[src/rtl/cordic_arbiter_pkg.sv]
// Shared configuration for the cordic arbiter: word layout, requester count,
// credit depth and a constant-foldable clog2.
package cordic_arbiter_pkg;

    localparam int unsigned CA_NUM_REQ      = 4;
    localparam int unsigned CA_MAX_INFLIGHT = 16;
    localparam int unsigned CA_FIELD_WIDTH  = 16;
    localparam int unsigned CA_TOTAL_WIDTH  = 1 + 3 * CA_FIELD_WIDTH;

    // Field offsets inside one operation/result word
    localparam int unsigned CA_FUNC_BIT = 48;
    localparam int unsigned CA_X_LSB    = 32;
    localparam int unsigned CA_Y_LSB    = 16;
    localparam int unsigned CA_Z_LSB    = 0;

    typedef struct packed {
        logic        func;
        logic [15:0] x;
        logic [15:0] y;
        logic [15:0] z;
    } cordic_word_t;

    function automatic int unsigned clog2(input int unsigned v);
        int unsigned r;
        r = 0;
        for (int unsigned i = 0; i < 32; i++) begin
            if ((64'd1 << i) < 64'(v)) r = i + 1;
        end
        return r;
    endfunction

endpackage

[src/rtl/cordic_tag_fifo.sv]
// In-order requester-ID FIFO; push and pop in the same cycle are both honoured,
// with the pushed entry bypassed to the head when the FIFO is empty.
module cordic_tag_fifo
    import cordic_arbiter_pkg::*;
#(
    parameter int unsigned DEPTH = 16,
    parameter int unsigned WIDTH = 2
) (
    input  logic             clk,
    input  logic             rst_n,
    input  logic             push,
    input  logic [WIDTH-1:0] push_data,
    input  logic             pop,
    output logic [WIDTH-1:0] head_c,
    output logic             empty_c,
    output logic             full_c
);

    localparam int unsigned AW = clog2(DEPTH);
    localparam int unsigned OW = AW + 1;

    logic [WIDTH-1:0] mem [DEPTH];
    logic [AW-1:0]    wr_ptr;
    logic [AW-1:0]    rd_ptr;
    logic [OW-1:0]    occ;
    logic             do_push;
    logic             do_pop;

    always_comb begin
        empty_c = (occ == '0);
        full_c  = (occ == OW'(DEPTH));
        do_push = push && (!full_c || pop);
        do_pop  = pop && (!empty_c || push);
        head_c  = empty_c ? push_data : mem[rd_ptr];
    end

    always_ff @(posedge clk) begin
        if (do_push) mem[wr_ptr] <= push_data;
    end

    // Pointers wrap naturally since DEPTH is a power of two
    always_ff @(posedge clk) begin
        if (!rst_n) begin
            wr_ptr <= '0;
            rd_ptr <= '0;
            occ    <= '0;
        end else begin
            if (do_push) wr_ptr <= wr_ptr + AW'(1);
            if (do_pop)  rd_ptr <= rd_ptr + AW'(1);
            case ({do_push, do_pop})
                2'b10:   occ <= occ + OW'(1);
                2'b01:   occ <= occ - OW'(1);
                default: occ <= occ;
            endcase
        end
    end

endmodule

[src/rtl/cordic_arbiter.sv]
// Round-robin front end sharing one cordic pipeline among NUM_REQ requesters,
// with credit-bounded issue and in-order routing of results back by tag.
module cordic_arbiter
    import cordic_arbiter_pkg::*;
#(
    parameter int unsigned NUM_REQ      = CA_NUM_REQ,
    parameter int unsigned ID_WIDTH     = clog2(NUM_REQ),
    parameter int unsigned TOTAL_WIDTH  = CA_TOTAL_WIDTH,
    parameter int unsigned MAX_INFLIGHT = CA_MAX_INFLIGHT,
    parameter int unsigned CNT_WIDTH    = clog2(MAX_INFLIGHT) + 1
) (
    input  logic                           i_clk,
    input  logic                           i_rst_n,
    input  logic                           i_en,
    input  logic [NUM_REQ-1:0]             i_req_vld,
    input  logic [NUM_REQ*TOTAL_WIDTH-1:0] i_req_data,
    output logic [NUM_REQ-1:0]             o_req_rdy,
    output logic                           o_core_vld,
    output logic [TOTAL_WIDTH-1:0]         o_core_data,
    input  logic                           i_core_vld,
    input  logic [TOTAL_WIDTH-1:0]         i_core_data,
    output logic [NUM_REQ-1:0]             o_rsp_vld,
    output logic [ID_WIDTH-1:0]            o_rsp_id,
    output logic [TOTAL_WIDTH-1:0]         o_rsp_data,
    output logic                           o_idle,
    output logic                           o_err
);

    logic [ID_WIDTH-1:0]  rr_ptr;
    logic [ID_WIDTH-1:0]  scan_id;
    logic [ID_WIDTH-1:0]  grant_id;
    logic [ID_WIDTH-1:0]  head_id;
    logic                 grant_vld;
    logic                 can_issue;
    logic                 pop;
    logic                 fifo_empty;
    logic                 fifo_full;
    logic [CNT_WIDTH-1:0] inflight_q;
    logic [CNT_WIDTH-1:0] inflight_nxt;

    // Grant: first valid requester at or above the pointer, with wrap-around
    always_comb begin
        can_issue = i_en && (inflight_q < CNT_WIDTH'(MAX_INFLIGHT)) && !fifo_full;
        grant_vld = 1'b0;
        grant_id  = '0;
        scan_id   = '0;
        o_req_rdy = '0;
        for (int unsigned i = 0; i < NUM_REQ; i++) begin
            scan_id = ID_WIDTH'((32'(rr_ptr) + i) % NUM_REQ);
            if (can_issue && !grant_vld && i_req_vld[scan_id]) begin
                grant_vld = 1'b1;
                grant_id  = scan_id;
            end
        end
        if (grant_vld) o_req_rdy[grant_id] = 1'b1;
    end

    // A result pops only when a tag exists (or is being pushed this cycle)
    always_comb begin
        pop          = i_core_vld && (!fifo_empty || grant_vld);
        inflight_nxt = inflight_q;
        if (grant_vld && !pop)      inflight_nxt = inflight_q + CNT_WIDTH'(1);
        else if (!grant_vld && pop) inflight_nxt = inflight_q - CNT_WIDTH'(1);
    end

    cordic_tag_fifo #(
        .DEPTH (MAX_INFLIGHT),
        .WIDTH (ID_WIDTH)
    ) u_tag_fifo (
        .clk       (i_clk),
        .rst_n     (i_rst_n),
        .push      (grant_vld),
        .push_data (grant_id),
        .pop       (pop),
        .head_c    (head_id),
        .empty_c   (fifo_empty),
        .full_c    (fifo_full)
    );

    always_ff @(posedge i_clk) begin
        if (!i_rst_n) begin
            rr_ptr      <= '0;
            inflight_q  <= '0;
            o_core_vld  <= 1'b0;
            o_core_data <= '0;
            o_rsp_vld   <= '0;
            o_rsp_id    <= '0;
            o_rsp_data  <= '0;
            o_idle      <= 1'b1;
            o_err       <= 1'b0;
        end else begin
            o_core_vld <= grant_vld;
            if (grant_vld) begin
                o_core_data <= i_req_data[32'(grant_id) * TOTAL_WIDTH +: TOTAL_WIDTH];
                rr_ptr      <= (grant_id == ID_WIDTH'(NUM_REQ - 1)) ? '0 : grant_id + ID_WIDTH'(1);
            end
            o_rsp_vld <= pop ? (NUM_REQ'(1) << head_id) : '0;
            if (pop) begin
                o_rsp_id   <= head_id;
                o_rsp_data <= i_core_data;
            end
            if (i_core_vld && !pop) o_err <= 1'b1;
            inflight_q <= inflight_nxt;
            o_idle     <= (inflight_nxt == '0);
        end
    end

endmodule

[config.mk]
export PLATFORM = sky130hd
export DESIGN_NAME = cordic_arbiter
export DESIGN_NICKNAME = d
export VERILOG_FILES = /design/src/rtl/cordic_arbiter_pkg.sv /design/src/rtl/cordic_tag_fifo.sv /design/src/rtl/cordic_arbiter.sv
export SDC_FILE = /design/constraint.sdc
export NUM_CORES = 1
export LEC_CHECK = 0
export CAP_MARGIN = 20
export CORE_AREA = 2 2 140 142
export CTS_CLUSTER_DIAMETER = 100
export DETAILED_ROUTE_END_ITERATION = 8
export DIE_AREA = 0 0 142 144
export GPL_TIMING_DRIVEN = 0
export PLACE_DENSITY = 0.8
export SLEW_MARGIN = 20
export SYNTH_ARGS = -nofsm -noshare
export SYNTH_HDL_FRONTEND = slang
export SYNTH_SLANG_ARGS = --single-unit
[constraint.sdc]
create_clock -name i_clk -period 3.65 [get_ports i_clk]
set_clock_uncertainty 0.15 [all_clocks]
set_input_delay 0.365 -clock i_clk [delete_from_list [all_inputs] [get_ports i_clk]]
set_output_delay 0.365 -clock i_clk [all_outputs]
set_load 0.05 [all_outputs]
* Word level (Yosys, flattened, before mapping)
Memories as Yosys holds them, arrays and structs flattened. A register that Yosys moved wholly into a read port is not among the register bits.
Cells that the tools add are included.
** Word-level totals
- ROM bits :: 0
- RAM bits :: 32
- Latch bits :: 0
- Register bits :: 127
- Logic and storage cells :: 94
- Bits of input ports :: 253
- Memories :: 1
- Output and inout bits :: 111
** Memories
- u_tag_fifo.mem :: depth 16, bits a word 2, read ports 1, clocked after Yosys merged registers in 1, write ports 1, line cordic_tag_fifo.sv:22 : logic [WIDTH-1:0] mem [DEPTH];
** Cells by class
- $mul :: 1
- Bitwise operators :: 0
- Reduce and logical (&&, ||, !) cells :: 29
- Equality and inequality tests :: 4
- Divide/modulo/power cells :: 0
- Add/subtract/negate cells :: 10
- $lt $le $gt $ge :: 7
- Mux-type cells :: 28
- Shift-type cells :: 2
** Operator list (number)
- $shiftx A196 B9 Y49 :: 1
- $logic_and A1 B1 Y1 :: 16
- $lt A2 B3 Y1 const B :: 5
- $mux W2 :: 6
- $mux W4 :: 3
- $mux W1 :: 11
- $add A5 B1 Y5 const B :: 2
- $logic_not A5 Y1 :: 2
- $mux W5 :: 2
- $pmux W5 S2 :: 1
- $sub A5 B1 Y5 const B :: 2
- $add A4 B1 Y4 const B :: 2
- $bmux W1 S2 :: 4
- $mul A2 B6 Y8 const B :: 1
- $logic_not A1 Y1 :: 7
- $eq A5 B5 Y1 const B :: 1
- $lt A5 B5 Y1 const B :: 1
- $add A2 B1 Y2 const B :: 2
- $add A2 B2 Y2 const B :: 2
- $eq A2 B2 Y1 const B :: 2
- $shl A1 B2 Y4 const A :: 1
- $demux W1 S2 :: 1
- $eq A2 B1 Y1 const B :: 1
- $ge A2 B1 Y1 const B :: 1
- other kinds (3) :: 4

* Logic depth before layout (Yosys ltp)
- Depth in word-level cells :: 23
- Mapped depth :: 17
- Mapped depth without buffers :: 13

* Modules after synthesis
From an unflattened synthesis, not the netlist that was laid out.
** Second synthesis, totals
- Cells, all modules :: 948
- Area, all modules :: 8921.1 um2
** Modules (own cells, without submodules)
- cordic_arbiter :: times used 1, sequential area each 2282.2 um2, area each 6615.1 um2, cells an instance 770
- cordic_tag_fifo :: times used 1, sequential area each 1301.2 um2, area each 2306.0 um2, cells an instance 178

* Least setup slack after synthesis
OpenSTA, ideal clock, no wires.
- Path type :: register -> register
- Start :: register u_tag_fifo.occ[1]
- End :: register u_tag_fifo.occ[4]
- Path buffers :: 3
- Cell stages (with the launch flop) :: 17
- Slack :: 374 ps
- Arrival time :: 3011 ps
- Setup time :: 115 ps
- Data required time :: 3385 ps
- Clock period less this slack :: 3276 ps
- Cells stage by stage :: dfxtp_1 -> buf_6 -> nor4_2 -> nand2b_1 -> o21ai_4 -> inv_2 -> clkbuf_1 -> ha_1 -> clkbuf_1 -> xor2_1 -> ha_1 -> a21oi_1 -> nor2b_1 -> o21ai_0 -> a21oi_1 -> xor2_1 -> and2_1
** On the way
- Cells in the longest elaborated chain, start to end :: 23
- Elaborated cells on any way between the ends :: 30
- Classes of those cells :: 2 x add/sub; 3 x eq/ne; 5 x mux; 20 x reduce/logical
** Ends and longest elaborated chain
- start, declared :: line cordic_tag_fifo.sv:25 : logic [OW-1:0] occ;
- start signal, assigned :: line cordic_tag_fifo.sv:51 : 2'b10: occ <= occ + OW'(1);
- start signal, assigned :: line cordic_tag_fifo.sv:52 : 2'b01: occ <= occ - OW'(1);
- $eq A5 B5 Y1 :: line cordic_tag_fifo.sv:31 : full_c = (occ == OW'(DEPTH));
- $logic_not A1 Y1 :: line cordic_arbiter.sv:43 : can_issue = i_en && (inflight_q < CNT_WIDTH'(MAX_INFLIGHT)) && !fifo_full;
- $logic_and A1 B1 Y1 :: line cordic_arbiter.sv:43
- $logic_and A1 B1 Y1 :: line cordic_arbiter.sv:50 : if (can_issue && !grant_vld && i_req_vld[scan_id]) begin
- $mux W1 :: line cordic_arbiter.sv:50
- $logic_not A1 Y1 :: line cordic_arbiter.sv:50
- $logic_and A1 B1 Y1 (2 in a row) :: line cordic_arbiter.sv:50
- $mux W1 :: line cordic_arbiter.sv:50
- [... 7 more ...]
- $mux W1 :: line cordic_arbiter.sv:50
- $logic_or A1 B1 Y1 * :: line cordic_arbiter.sv:60 : pop = i_core_vld && (!fifo_empty || grant_vld);
- $logic_and A1 B1 Y1 * :: line cordic_arbiter.sv:60
- via pop :: line cordic_arbiter.sv:35 : logic pop;
- $logic_or A1 B1 Y1 :: line cordic_tag_fifo.sv:32 : do_push = push && (!full_c || pop);
- $logic_and A1 B1 Y1 :: line cordic_tag_fifo.sv:32
- $eq A2 B1 Y1 / $eq A2 B2 Y1 (equally long branches) :: line cordic_tag_fifo.sv:50 : case ({do_push, do_pop})
- $pmux W5 S2 / $reduce_bool A2 Y1 (equally long branches)
Mark *: on every way through the listed nets, which the timed path passes. The rest lies on a longest branch.
A chain may end at the register's enable or synchronous reset.

* Worst setup path after layout
- Start :: register u_tag_fifo.occ[0]
- End :: output port o_req_rdy[3]
** On the way
- Cells in the longest elaborated chain, start to end :: 22
- Elaborated cells on any way between the ends :: 27
- Classes of those cells :: 2 x order compare; 1 x eq/ne; 11 x mux; 13 x reduce/logical
** Ends and longest elaborated chain
- $eq A5 B5 Y1 * :: line cordic_tag_fifo.sv:31
- $logic_not A1 Y1 * :: line cordic_arbiter.sv:43
- $logic_and A1 B1 Y1 * :: line cordic_arbiter.sv:43
- $logic_and A1 B1 Y1 :: line cordic_arbiter.sv:50
- $mux W1 :: line cordic_arbiter.sv:50
- $logic_not A1 Y1 :: line cordic_arbiter.sv:50
- $logic_and A1 B1 Y1 (2 in a row) :: line cordic_arbiter.sv:50
- $mux W1 :: line cordic_arbiter.sv:50
- [... 5 more ...]
- $logic_and A1 B1 Y1 (2 in a row) :: line cordic_arbiter.sv:50
- $mux W2 * :: line cordic_arbiter.sv:50
- via grant_id[0] :: line cordic_arbiter.sv:31 : logic [ID_WIDTH-1:0] grant_id;
- $lt A2 B3 Y1 (implied by the code) / $ge A2 B1 Y1 (equally long branches) :: line cordic_arbiter.sv:55 : if (grant_vld) o_req_rdy[grant_id] = 1'b1;
- $logic_and A1 B1 Y1 (implied by the code) :: line cordic_arbiter.sv:55
- $mux W1 (implied by the code) :: line cordic_arbiter.sv:55
- $demux W1 S2 * :: line cordic_arbiter.sv:55
- $mux W4 * :: line cordic_arbiter.sv:55
- end, declared :: line cordic_arbiter.sv:17 : output logic [NUM_REQ-1:0] o_req_rdy,
Marked as above.

==> impl_metrics.yaml <==
synthesis:
  synthFlopType: "dfxtp_1"
  synth-xor-area-share: 0.0149
  ys_ff_latch: 163
  synth-simple-area-share: 0.146
  synth_compound_area_frac: 0.143
  syn_area_per_cell_sq_um: 10.0
  synth_edf_count: 32
  ys_warn_count: 0
  synth_seq_area_share: 0.468
  yosysUniqueCellTypes: 53
  synth_top_family_by_area: "multiplexers"
  synthesis.area_sq_um: 7660
  post_synth_fa_ha_maj_area_fraction: 0.0229
  async_flop_share: 0
  syn-num-nets: 1031
  synthCells: 764
  synth.area.mux_share: 0.163
power:
  irDropWorstVdd_uv: 373
  p_per_area_nw_per_um2: 691
  p_leak_nw: 4.49
drt:
  viasPerCell: 5.12
  dr.first_iter.drc_count: 290
  drc_errors: 0
  drtPass1Iterations: 4
  num_vias: 7172
  finalWirelength_mm: 25.7
  ant_nets: 0
  wire_per_inst_um: 18.4
hold_path:
  min_path_type: "flop to flop"
  hp-start: "o_rsp_data[47]"
  whs_endpoint: "o_rsp_data[47]"
  hold_depth: 2
sta:
  rsz0062_at_grt: "false"
  finalHoldViolCount: 0
  setup_viol: 0
  drv_slew: 0
  fin_tns_setup_ns: 0
  min_period_over_period: 0.954
  timing.hold.ws_ns: 0.310
  slew-limit-headroom: 0.556
  fmax_mhz: 287
  fin_crit_ns: 3.48
  worst_pin_slew_ns: 0.664
layout:
  area_delta_synth_final_pct: 59.5
  fin_util: 0.640
  layout.nets: 1414
  drive_gt1_frac: 0.0776
worst_setup_path:
  r2r-end: "u_tag_fifo.occ[4]"
  reg2reg_depth: 16
  r2r_start: "u_tag_fifo.occ[1]"
  crit_type: "flop to output port"
  worstPathArrival_ns: 2.97
  rrSetupSlack_ns: 0.23
  cp_max_fo: 27
  cp.required_ns: 3.13
  crit_path_end_kind: "output port"
  start_kind: "flop"
  startpoint: "u_tag_fifo.occ[0]"
clock_network:
  cts_buffers: 17
  holdBufCountCts: 0
  ctsHtreeMaxLevel: 4
  cts.reportedPaths.clkPinSlew_ns: 0.06
  clock_sinks: 163
  cts_tree: "yes"
  root_buffer: "clkbuf_16"
  clock_latency_ns: 0.42
  cts.path.max_buffers: 2
global_routing:
  met3_usage: 0.0722
  grt_first_pass_wirelength_mm: 38.1
  overflow: 0
  grt_max_degree: 28
  use_met2: 0.435
  track_usage: 0.244
  busiest_layer: "met2"
  antenna_found_initial: 1
  grt_pass1_vias: 7120
  grtUsageMet1: 0.266
flow_run:
  drv_cap: 0
place:
  gp_congestion: 0.858
  numPortBuffers: 362
  hpwl_mm: 20.6
run_status:
  outcome: "completed"
die:
  dieArea_sq_um: 20400
  initial_core_util: 0.401
  rows: 51
  die_h_um: 144
  core_sq_um: 19100
  pin_count: 364
  fp.dieW_um: 142
power by group:
| part | internal, mW | switching, mW | total, mW |
|---|---|---|---|
| sequential | 2.26 | 0.254 | 2.52 |
| clock | 0.950 | 0.784 | 1.73 |
| combinational | 1.61 | 2.58 | 4.19 |
| total | 4.82 | 3.62 | 8.44 |
cell usage in the layout, fill, tap and decap left out, drive strengths merged, types with 3 or more instances in the layout:
master,n
and2,18
inv,20
xnor2,8
clkbuf,46
buf,33
o21ai,9
a21oi,12
nand2,169
nand2b,6
edfxtp,32
mux4,8
o221ai,49
nand3,3
nor2,19
nor3,13
a21boi,51
mux2i,104
xor2,5
clkdlybuf4s50,358
nor4,4
a31oi,4
dfxtp,131
nor2b,6
clkinv,3
o211ai,3
nand4,3
ha,14
cell type report:
cell class | count | area, sq um
fill | 1602 | 6870
timing repair buffer | 365 | 3650
tap | 238 | 298
antenna | 2 | 5.00
sequential | 163 | 3580
clock buffer | 19 | 464
inverter | 12 | 47.5
multi-input combinational | 531 | 3770
clock inverter | 13 | 109
buffer | 57 | 287
metal layers:
| metal | share of wire | wire, um | up-vias |
|---|---|---|---|
| li1 | - | - | 3501 |
| met1 | 0.38 | 9700 | 3269 |
| met2 | 0.50 | 12800 | 337 |
| met3 | 0.076 | 1950 | 65 |
| met4 | 0.048 | 1230 | 0 |
| met5 | 0 | 0 | - |
how the worst max path moves through the flow:
stage                     cells past startpoint           endpoint  slack, ns
after detailed placement                     10       o_req_rdy[3]      -0.78
final                                         9       o_req_rdy[3]       0.17
after global routing                          9       o_req_rdy[3]      0.003
after CTS                                     9       o_req_rdy[3]       0.05
after global placement                       10       o_req_rdy[3]      -0.78
after floorplan                              16  u_tag_fifo.occ[4]       0.37
stage by stage:
| stage | setup slack [ns] | instances | area, sq um | power, mW |
|---|---|---|---|---|
| after floorplan | 0.374 | 764 | 7660 | 5.25 |
| after global placement | -0.776 | 1364 | 11600 | 6.64 |
| after detailed placement | -0.783 | 1364 | 11600 | 6.70 |
| after CTS | 0.0505 | 1395 | 12200 | 8.46 |
| after global routing | 0.00302 | 1399 | 12200 | 8.85 |
| final | 0.167 | 1400 | 12200 | 8.44 |
kinds of logic after synthesis:
kind of cell	Yosys count
mux	113
fa+ha+maj	14
simple gates	249
buf+inv	70
flops	163
xor+xnor	13
compound gates	142
worst max-delay path: stages, from the launching register on:
cell             delay, ns
dfxtp_1               0.48
nor4_4                0.11
a21oi_2               0.28
o211ai_1              0.24
inv_1                 0.11
buf_2                 0.31
buf_8                 0.26
ha_1                  0.17
and2_1                0.18
clkdlybuf4s15_2       0.40
what timing repair did:
action,CTS,global route
setup endpoints to repair,5,3
setup buffers,0,3
gates resized for setup,13,5
pin swaps,0,2
synthesized netlist by cell type, types with 11 or more instances:
| library cell | number | share of area |
|---|---|---|
| a21boi_0 | 44 | 0.043 |
| a21oi_1 | 12 | 0.0078 |
| and2_1 | 17 | 0.014 |
| buf_2 | 23 | 0.015 |
| clkbuf_1 | 28 | 0.014 |
| dfxtp_1 | 131 | 0.34 |
| edfxtp_1 | 32 | 0.13 |
| ha_1 | 14 | 0.023 |
| inv_1 | 11 | 0.0054 |
| mux2i_1 | 103 | 0.13 |
| nand2_1 | 169 | 0.083 |
| nor2_1 | 18 | 0.0088 |
| nor3_1 | 13 | 0.0085 |
| o221ai_1 | 49 | 0.056 |
registers in the layout, indices dropped and copies added (netlist names), 4 cells and up, named ones only:
name               cells
u_tag_fifo.occ         5
u_tag_fifo.rd_ptr      4
o_rsp_data            49
o_rsp_vld              4
inflight_q             5
u_tag_fifo.mem        32
u_tag_fifo.wr_ptr      4
o_core_data           49
(Power assumes the default switching activity.)
